$ cat src/rtl/panel_pkg.sv
// Shared types and constants for the front-panel I/O path.
// PANEL_OCTAL_EN selects 3-bit octal digits instead of 4-bit hex digits.
package panel_pkg;

`ifdef PANEL_OCTAL_EN
  localparam int unsigned DIGIT_W = 3;
`else
  localparam int unsigned DIGIT_W = 4;
`endif

  typedef logic [6:0] seg_t;

  localparam seg_t SEG_BLANK = 7'h7F;

  // Active-low {g,f,e,d,c,b,a}, indexed by digit value 0..F
  localparam seg_t SEG_LUT [16] = '{
    7'h40, 7'h79, 7'h24, 7'h30, 7'h19, 7'h12, 7'h02, 7'h78,
    7'h00, 7'h10, 7'h08, 7'h03, 7'h46, 7'h21, 7'h06, 7'h0E
  };

  function automatic seg_t seg_decode(input logic [3:0] v);
    return SEG_LUT[v];
  endfunction

endpackage

$ cat src/rtl/panel_io_if.sv
// Board-side display and button signals of the front panel.
// master = controller/board side, slave = panel_io.
interface panel_io_if #(
  parameter int unsigned NUM_DIGITS = 8,
  parameter int unsigned NUM_BTNS   = 5
);
  import panel_pkg::*;

  logic [DIGIT_W*NUM_DIGITS-1:0] digit_value;
  logic [NUM_DIGITS-1:0]         digit_en;
  logic [NUM_DIGITS-1:0]         dp_in;
  logic [NUM_BTNS-1:0]           btn_raw;
  logic [NUM_BTNS-1:0]           btn_level;
  logic [NUM_BTNS-1:0]           btn_press;
  logic [NUM_DIGITS-1:0]         an;
  seg_t                          seg;
  logic                          dp;

  modport master (
    output digit_value, digit_en, dp_in, btn_raw,
    input  btn_level, btn_press, an, seg, dp
  );

  modport slave (
    input  digit_value, digit_en, dp_in, btn_raw,
    output btn_level, btn_press, an, seg, dp
  );

endinterface

$ cat src/rtl/panel_debounce.sv
// Single-button debouncer: two-flop synchroniser, stability counter,
// accepted level and a one-clock pulse on each accepted rising edge.
module panel_debounce #(
  parameter int unsigned DEBOUNCE_CYCLES = 1000000
) (
  input  logic clock,
  input  logic reset,
  input  logic raw,
  output logic level,
  output logic press
);

  localparam int unsigned CW = $clog2(DEBOUNCE_CYCLES);

  logic          sync1;
  logic          sync2;
  logic [CW-1:0] cnt;

  always_ff @(posedge clock or posedge reset) begin
    if (reset) begin
      sync1 <= 1'b0;
      sync2 <= 1'b0;
    end else begin
      sync1 <= raw;
      sync2 <= sync1;
    end
  end

  // Any cycle where the synchronised input matches the level restarts the count
  always_ff @(posedge clock or posedge reset) begin
    if (reset) begin
      cnt   <= '0;
      level <= 1'b0;
      press <= 1'b0;
    end else begin
      press <= 1'b0;
      if (sync2 != level) begin
        if (cnt == CW'(DEBOUNCE_CYCLES - 1)) begin
          cnt   <= '0;
          level <= sync2;
          press <= sync2;
        end else begin
          cnt <= cnt + 1'b1;
        end
      end else begin
        cnt <= '0;
      end
    end
  end

endmodule

$ cat src/rtl/panel_io.sv
// Front-panel I/O: multiplexed seven-segment scan plus per-button debounce.
// Build with PANEL_OCTAL_EN for 3-bit octal digits (see panel_pkg).
module panel_io
  import panel_pkg::*;
#(
  parameter int unsigned NUM_DIGITS      = 8,
  parameter int unsigned NUM_BTNS        = 5,
  parameter int unsigned SCAN_DIV        = 100000,
  parameter int unsigned DEBOUNCE_CYCLES = 1000000
) (
  input  logic       clock,
  input  logic       reset,
  panel_io_if.slave  pio
);

  localparam int unsigned CW = $clog2(SCAN_DIV);
  localparam int unsigned IW = (NUM_DIGITS > 1) ? $clog2(NUM_DIGITS) : 1;

  logic [CW-1:0]         scan_cnt;
  logic [IW-1:0]         idx;
  logic [DIGIT_W-1:0]    cur_val;
  logic [NUM_DIGITS-1:0] an_next;
  seg_t                  seg_next;
  logic                  dp_next;

  always_ff @(posedge clock or posedge reset) begin
    if (reset) begin
      scan_cnt <= '0;
      idx      <= '0;
    end else if (scan_cnt == CW'(SCAN_DIV - 1)) begin
      scan_cnt <= '0;
      idx      <= (idx == IW'(NUM_DIGITS - 1)) ? '0 : idx + 1'b1;
    end else begin
      scan_cnt <= scan_cnt + 1'b1;
    end
  end

  always_comb begin
    cur_val  = pio.digit_value[DIGIT_W*int'(idx) +: DIGIT_W];
    an_next  = ~(NUM_DIGITS'(1) << idx);
    seg_next = SEG_BLANK;
    dp_next  = 1'b1;
    // Blanked digits keep their anode slot so frame timing never changes
    if (pio.digit_en[idx]) begin
      seg_next = seg_decode(4'(cur_val));
      dp_next  = ~pio.dp_in[idx];
    end
  end

  always_ff @(posedge clock or posedge reset) begin
    if (reset) begin
      pio.an  <= '1;
      pio.seg <= SEG_BLANK;
      pio.dp  <= 1'b1;
    end else begin
      pio.an  <= an_next;
      pio.seg <= seg_next;
      pio.dp  <= dp_next;
    end
  end

  for (genvar b = 0; b < NUM_BTNS; b++) begin : g_btn
    panel_debounce #(
      .DEBOUNCE_CYCLES(DEBOUNCE_CYCLES)
    ) u_deb (
      .clock (clock),
      .reset (reset),
      .raw   (pio.btn_raw[b]),
      .level (pio.btn_level[b]),
      .press (pio.btn_press[b])
    );
  end

endmodule

$ cat src/flat_wrapper.sv
// flat-port wrapper written by rule: the top's interface ports become plain ports
module panel_io_flat import panel_pkg::*;
#(
  parameter int unsigned NUM_DIGITS      = 8,
  parameter int unsigned NUM_BTNS        = 5,
  parameter int unsigned SCAN_DIV        = 100000,
  parameter int unsigned DEBOUNCE_CYCLES = 1000000
)
  (clock, reset, pio_digit_value, pio_digit_en, pio_dp_in, pio_btn_raw, pio_btn_level, pio_btn_press, pio_an, pio_seg, pio_dp);
  panel_io_if #(.NUM_DIGITS(NUM_DIGITS), .NUM_BTNS(NUM_BTNS)) pio_i ();
  input  logic clock;
  input  logic reset;
  input wire logic [$bits(pio_i.digit_value)-1:0] pio_digit_value;
  input wire logic [$bits(pio_i.digit_en)-1:0] pio_digit_en;
  input wire logic [$bits(pio_i.dp_in)-1:0] pio_dp_in;
  input wire logic [$bits(pio_i.btn_raw)-1:0] pio_btn_raw;
  output wire logic [$bits(pio_i.btn_level)-1:0] pio_btn_level;
  output wire logic [$bits(pio_i.btn_press)-1:0] pio_btn_press;
  output wire logic [$bits(pio_i.an)-1:0] pio_an;
  output wire logic [$bits(pio_i.seg)-1:0] pio_seg;
  output wire logic [$bits(pio_i.dp)-1:0] pio_dp;
  assign pio_i.digit_value = pio_digit_value;
  assign pio_i.digit_en = pio_digit_en;
  assign pio_i.dp_in = pio_dp_in;
  assign pio_i.btn_raw = pio_btn_raw;
  assign pio_btn_level = pio_i.btn_level;
  assign pio_btn_press = pio_i.btn_press;
  assign pio_an = pio_i.an;
  assign pio_seg = pio_i.seg;
  assign pio_dp = pio_i.dp;
  panel_io #(.NUM_DIGITS(NUM_DIGITS), .NUM_BTNS(NUM_BTNS), .SCAN_DIV(SCAN_DIV), .DEBOUNCE_CYCLES(DEBOUNCE_CYCLES)) u_core (.clock(clock), .reset(reset), .pio(pio_i));
endmodule
$ cat config.mk
export PLATFORM = sky130hd
export DESIGN_NAME = panel_io_flat
export DESIGN_NICKNAME = d
export VERILOG_FILES = /design/src/rtl/panel_pkg.sv /design/src/rtl/panel_io_if.sv /design/src/rtl/panel_debounce.sv /design/src/rtl/panel_io.sv /design/src/flat_wrapper.sv
export SDC_FILE = /design/constraint.sdc
export NUM_CORES = 1
export LEC_CHECK = 0
export ABC_AREA = 1
export BUFFER_PORTS_ARGS = -buffer_cell sky130_fd_sc_hd__clkbuf_2
export CORE_MARGIN = 5
export CORE_UTILIZATION = 53
export CTS_CLUSTER_DIAMETER = 50
export DETAILED_ROUTE_END_ITERATION = 8
export PLACE_DENSITY = 0.72
export SLEW_MARGIN = 30
export SYNTH_ARGS = -nofsm -noshare
export SYNTH_HDL_FRONTEND = slang
export SYNTH_SLANG_ARGS = --single-unit
$ cat constraint.sdc
create_clock -name clock -period 12.4 [get_ports clock]
set_clock_uncertainty 0.15 [all_clocks]
set_input_delay 3.72 -clock clock [delete_from_list [all_inputs] [get_ports clock]]
set_output_delay 3.72 -clock clock [all_outputs]
set_load 0.02 [all_outputs]
======== After elaboration in Yosys (flattened, before gate mapping) ========
Memories as Yosys holds them, arrays and structs flattened.
Index checks and enable logic that the tools add are counted.
storage, ports and cells
  bits in registers ....................... 156
  bits in read-only memories .............. 112
  output and inout bits ................... 26
  logic and storage cells ................. 92
  memories kept ........................... 1
memory list
  name              depth  bits a word  rd ports  clocked after Yosys merged registers in  write ports  line             source
  (name not given)  16     7            1         0                                        0            panel_pkg.sv:22  return SEG_LUT[v];
operators by class
  add/subtract/negate cells ............... 7
  order comparisons ....................... 2
  equality and inequality tests ........... 12
  shifts and indexed selects .............. 2
  multiplexer cells ....................... 30
  bitwise logic cells ..................... 3
  reductions and logical operators ........ 5
operators with widths
  kind                   number
  $mux 20                10
  $add 20x1->20 const B  5
  $eq 20x20->1 const B   5
  $shiftx 32x6->4        1
  $mux 7                 3
  $add 17x1->17 const B  1
  $eq 17x17->1 const B   1
  $mux 17                1
  $mux 1                 13
  $reduce_and 2->1       5
  $not 8->8              1
  $shl 1x3->8 const A    1
  $bmux 1 s3             2
  $ge 5x5->1 const B     1
  $ne 1x1->1             5
  $not 4->5              1
  $lt 3x4->1 const B     1
  $add 3x1->3 const B    1
  $eq 3x3->1 const B     1
  $mux 3                 1
  $not 1->1              1

======== Longest topological paths before layout ========
  depth after elaboration ................. 6
  gate-level depth with buffers ........... 14
  depth with buffers taken out ............ 12

======== By module ========
Synthesis repeated with hierarchy kept, for this count alone.
second synthesis, totals
  cells, all modules ...................... 1154
  area total of the unflattened synthesis .. 9138.8 µm²
modules (own cells, without submodules)
  module          times used  cells an instance  area an instance (µm²)  sequential area each (µm²)
  panel_debounce  5           164                1321.3                  600.6
  panel_io        1           334                2532.4                  920.9

======== Worst setup path after synthesis ========
OpenSTA, ideal clock, no wires.
  path kind ............................... input-to-reg
  from .................................... input port pio_digit_value[13]
  to ...................................... register u_core.pio.seg[3]
  data arrival time ....................... 4676 ps
  data required time ...................... 12165 ps
  path slack .............................. 7489 ps
  stages on the path ...................... 11
  buffers on the path ..................... 0
  cells stage by stage .................... inv_1 > nand2_1 > nand3_1 > nand2_1 > o21ai_2 > inv_1 > ha_1 > nand3_1 > nand2_1 > nand2_1 > nand3_1
between the ends
  cells in the longest elaborated chain, start to end .. 6
RTL lines
  what                                       line                source
  from (decl)                                flat_wrapper.sv:13  input wire logic [$bits(pio_i.digit_value)-1:0] pio_digit_value;
  $shiftx 32x6->4                            panel_io.sv:39      cur_val = pio.digit_value[DIGIT_W*int'(idx) +: DIGIT_W];
  $not 4->5 (not written as such)            panel_pkg.sv:22
  $mem_v2 16x7                               n/a
  $mux 7 (not written as such) (2 in a row)  panel_pkg.sv:22
  $mux 7                                     panel_io.sv:44      if (pio.digit_en[idx]) begin
  net u_core.seg_next[3]                     panel_io.sv:23      seg_t seg_next;
  to (signal assigned)                       panel_io.sv:57      pio.seg <= seg_next;
  to (decl)                                  panel_io_if.sv:26   output btn_level, btn_press, an, seg, dp
The timed path passes the listed nets, and every way through them passes these cells. The select of a mux whose other input is x is not followed.
A chain may end at the register's enable or synchronous reset.

======== Worst setup path after layout ========
  from .................................... register u_core.pio.an[4]
  to ...................................... output port pio_an[4]
RTL lines
  what                    line                source
  from (decl)             panel_io_if.sv:26
  from (signal assigned)  panel_io.sv:56      pio.an <= an_next;
  to (decl)               flat_wrapper.sv:19  output wire logic [$bits(pio_i.an)-1:0] pio_an;
No word-level cell between the ends.

==> impl.org <==
** Layout
- Layout Nets :: between 1000 and 1500
- Antenna diode instance count :: 0
- Area delta synth->final :: 12.57%
- Share of cells above drive strength 1 :: 0.1669

** Setup path
- At the worst endpoint, the required time is between 8 and 9 ns.
- Type of the worst setup path :: flop to output port
- Together, buffers and inverters on the worst path number 1.
- Data arrives at the worst endpoint at roughly 1.1 ns.
- The worst setup path is launched from a flop.
- STA classifies the critical path endpoint as an output port.
- In this design, the stage delay of the slowest critical-path cell is about 0.53 ns.
- Walking the worst path, the cells encountered are clkbuf_2.
- Largest driver fanout on the critical path :: 1
- Among cell families on the critical path, the largest total delay comes from flip-flops.
- Among all stages on the critical path, the largest delay is contributed by dfstp_2.

** STA
- The worst pin sits at a relative slew slack of 0.5315.
- Final hold vios :: 0
- Worst hold slack across all endpoints :: 0.2005 ns
- Setup violations remaining at the end of the flow were counted as 0.
- Top achievable clock speed :: 200.5 MHz
- For the pin with the worst max-slew slack, the measured transition is 0.7027 ns.
- The smallest clock period supported by the final layout is computed as 4.988 ns.
- Setup repair after global routing left no endpoint under its margin.
- Setup TNS Final :: 0 ns
- Number of pins exceeding their max-slew limit in the final report :: 0
- Of the available clock period, the critical path in the final layout requires 0.4023.

** Place
- The congestion estimate from routability-driven global placement came to 0.8855.
- Buffers on Ports :: 80
- After legalization and detailed placement, the total HPWL measured 12930 um.

** Synth
- Averaged over all synthesized cells, the footprint is 7.791 sq um.
- Gate count after technology mapping :: 1129
- Sequential fraction of the synthesis area :: 0.4461
- Multiplexer fraction of the synthesized cell area :: 0
- The complex-gate fraction of the synthesized area was 0.03442.
- Of the total synthesized cell area, the portion taken by XOR and XNOR cells is 0.05178.
- The number of different library cells used by synthesis comes to 40.
- Of the total synthesized cell area, the portion taken by AND, OR, NAND and NOR gates is 0.3491.
- The mapped netlist covers about 0.0088 sq mm.
- Synthesized-area fraction occupied by adder cells :: 0.02418
- By area the synthesized netlist is led by dfrtp_1 40%, nand2_1 10%, nor2_1 9.3%, inv_1 6.8%, dfstp_2 4.8%.
- Main combinational cell family by area after synthesis :: simple AND/OR/NAND/NOR gates
- Number of warning messages in the yosys log :: 0
- Synthesis produced a netlist with a net count of between 1000 and 1500.
- Yosys top cell area share :: 0.3983
- Library cell with the largest summed area after synthesis :: dfrtp_1
- Number of register bits inferred by synthesis :: 156

** Drt
- The first routing iteration left around 410 violations.
- Number of vias after detailed routing :: 7133
- Number of routed nets with antenna violations :: 0
- Mean routed wirelength per cell :: 12.07 um
- Post-route DRC violation count :: 0
- Iteration count of the initial detailed-routing pass :: 5
- In the routed layout, each cell is associated on average with a via count of a little under 5.
- The final layout contains routed wiring with a total length of 17400 um.

** Clock tree
- In this run the post-CTS setup repair buffer count came out at 0.
- The H-tree generated during clock tree synthesis spans 4 levels.
- CTS buffer count :: 17
- Reg clk slew, reported paths :: 0.06 ns
- Total of hold buffers inserted after clock tree synthesis :: 0
- The clock reaches the later pin of the worst-skew pair after 0.43 ns.
- Clock sink count :: between 150 and 200
- TritonCTS clock tree :: done
- Counting along the longest clock path gives a buffer depth of 2.
- CTS Root Buffer Type :: clkbuf_16
- CTS resizes :: 0

** Floorplan
- Row generation in the floorplan step produced 47 rows.
- During I/O placement, the number of pins put on the boundary was 81.
- The core region is 0.01641 sq mm.
- The floorplan step defined a die boundary enclosing 0.01927 sq mm.
- From bottom edge to top edge, the die measures about 140 um.
- The initial utilization of the core area, before any placement, comes to 0.5361.
- The die is between 100 and 150 um wide.

** Job
- The tool flagged a number of max-cap violations equal to 0.

** Power and ir drop
- Cell area power density :: approximately 110 mW/mm^2
- IR analysis of the VDD net gives a maximum drop of 0.09680 mV.
- For this design the static power due to leakage is 4.763 nW.

** Global route
- Entering global routing, the biggest net connects 81 pins.
- Global routing finished with a remaining overflow of 0.
- Overall track demand over capacity in global routing :: 0.1894
- Vias in the first global route :: 6911
- Number of antenna violations at the first check in global routing :: 0
- The first global-routing pass estimated 30980 um of wire.

** Hold path
- In this run the worst hold path is classified as flop to flop.

** Run status
- The run finished with clean final reports.
-- metrics by stage --
step | util | cells | area [sq um] | power [mW] | setup slack, ns
after floorplan | - | 1129 | 8796 | 0.5668 | 4.350
after global placement | 0.5672 | 1410 | 9306 | 0.5862 | 6.829
after detailed placement | 0.5675 | 1410 | 9310 | 0.5871 | 7.142
after CTS | 0.6034 | 1442 | 9901 | 1.104 | 7.398
after global routing | 0.6035 | 1442 | 9902 | 1.135 | 7.372
final | 0.6035 | 1442 | 9902 | 1.091 | 7.412
-- final timing paths --
path / slack, ns / from / depth (start not counted) / endpoint
setup / recovery: 7.41 / u_core.pio.an[4]$_DFF_PP1_ / 1 / pio_an[4]
hold reg to reg: 0.20 / u_core.g_btn[1].u_deb.sync1$_DFF_PP0_ / 0 / u_core.g_btn[1].u_deb.sync2$_DFF_PP0_
min in group asynchronous: 3.24 / reset / 2 / u_core.g_btn[4].u_deb.sync1$_DFF_PP0_
setup reg to reg: 10.11 / u_core.idx[1]$_DFFE_PP0N_ / 10 / u_core.pio.seg[3]$_DFF_PP1_
hold / removal: 0.20 / u_core.g_btn[1].u_deb.sync1$_DFF_PP0_ / 0 / u_core.g_btn[1].u_deb.sync2$_DFF_PP0_
max in group asynchronous: 7.67 / reset / 3 / u_core.g_btn[0].u_deb.cnt[15]$_DFF_PP0_
-- cell usage in the layout, fill, tap and decap left out, types with 19 or more instances in the layout --
cell type and n:
o21ai_0 27, inv_1 159, clkbuf_2 80, nand3_2 19, nor2_1 218, nand3_1 64
nor3_1 39, nand4_1 31, nand2_1 236, dfrtp_1 139, xor2_1 43
-- layer usage --
| metal | vias to the layer above | share of wire | track usage |
|---|---|---|---|
| met4 | 0 | 0.024 | 0.07312 |
| met2 | 162 | 0.46 | 0.3058 |
| met3 | 36 | 0.049 | 0.04310 |
| met1 | 3234 | 0.47 | 0.2497 |
| met5 | - | 0 | 0 |
| li1 | 3701 | - | - |
-- sequential cells by signal (all words and copies together) (netlist names) --
register and flops:
u_core.g_btn.u_deb.cnt 100, u_core.g_btn.u_deb.sync1 5, u_core.pio.an 8, u_core.scan_cnt 17
u_core.idx 3, u_core.g_btn.u_deb.sync2 5, u_core.g_btn.u_deb.press 5, u_core.g_btn.u_deb.level 5
u_core.pio.dp 1, u_core.pio.seg 7
-- Yosys cell counts (all sizes together) --
master / instances
nand2: 247
nor2: 228
inv: 170
dfrtp: 140
nand3: 83
nor3: 53
xor2: 43
o21ai: 33
nand4: 32
buf: 20
a21oi: 18
ha: 17
dfstp: 16
xnor2: 9
nand3b: 6
nor3b: 4
o22ai: 4
and3: 2
nor4: 2
a211oi: 1
clkinv: 1
-- logic make-up (layout without fill, tap and decap cells) --
logic type	Yosys count	after routing
xor gates and xnor gates	52	52
AOI/OAI and AO/OA	56	56
and+or+nand+nor	657	657
DFF	156	156
adders and majority gates	17	17
buffers and inverters	191	284
-- report_power, final --
part / total, mW / switching [mW] / internal [mW]
registers: 0.523 / 0.00497 / 0.518
logic: 0.0534 / 0.0353 / 0.0182
clock network: 0.515 / 0.207 / 0.307
-- layout make-up --
class / instances / area (sq um)
well taps: 220 / 275.3
repair buffers: 81 / 411.6
inverters: 171 / 658.1
multi-input cells: 782 / 4041
clock buffers: 19 / 452.9
flip-flops and latches: 156 / 3925
clock inverters: 13 / 137.6
fillers: 1456 / 6505
(Power assumes the default switching activity.)
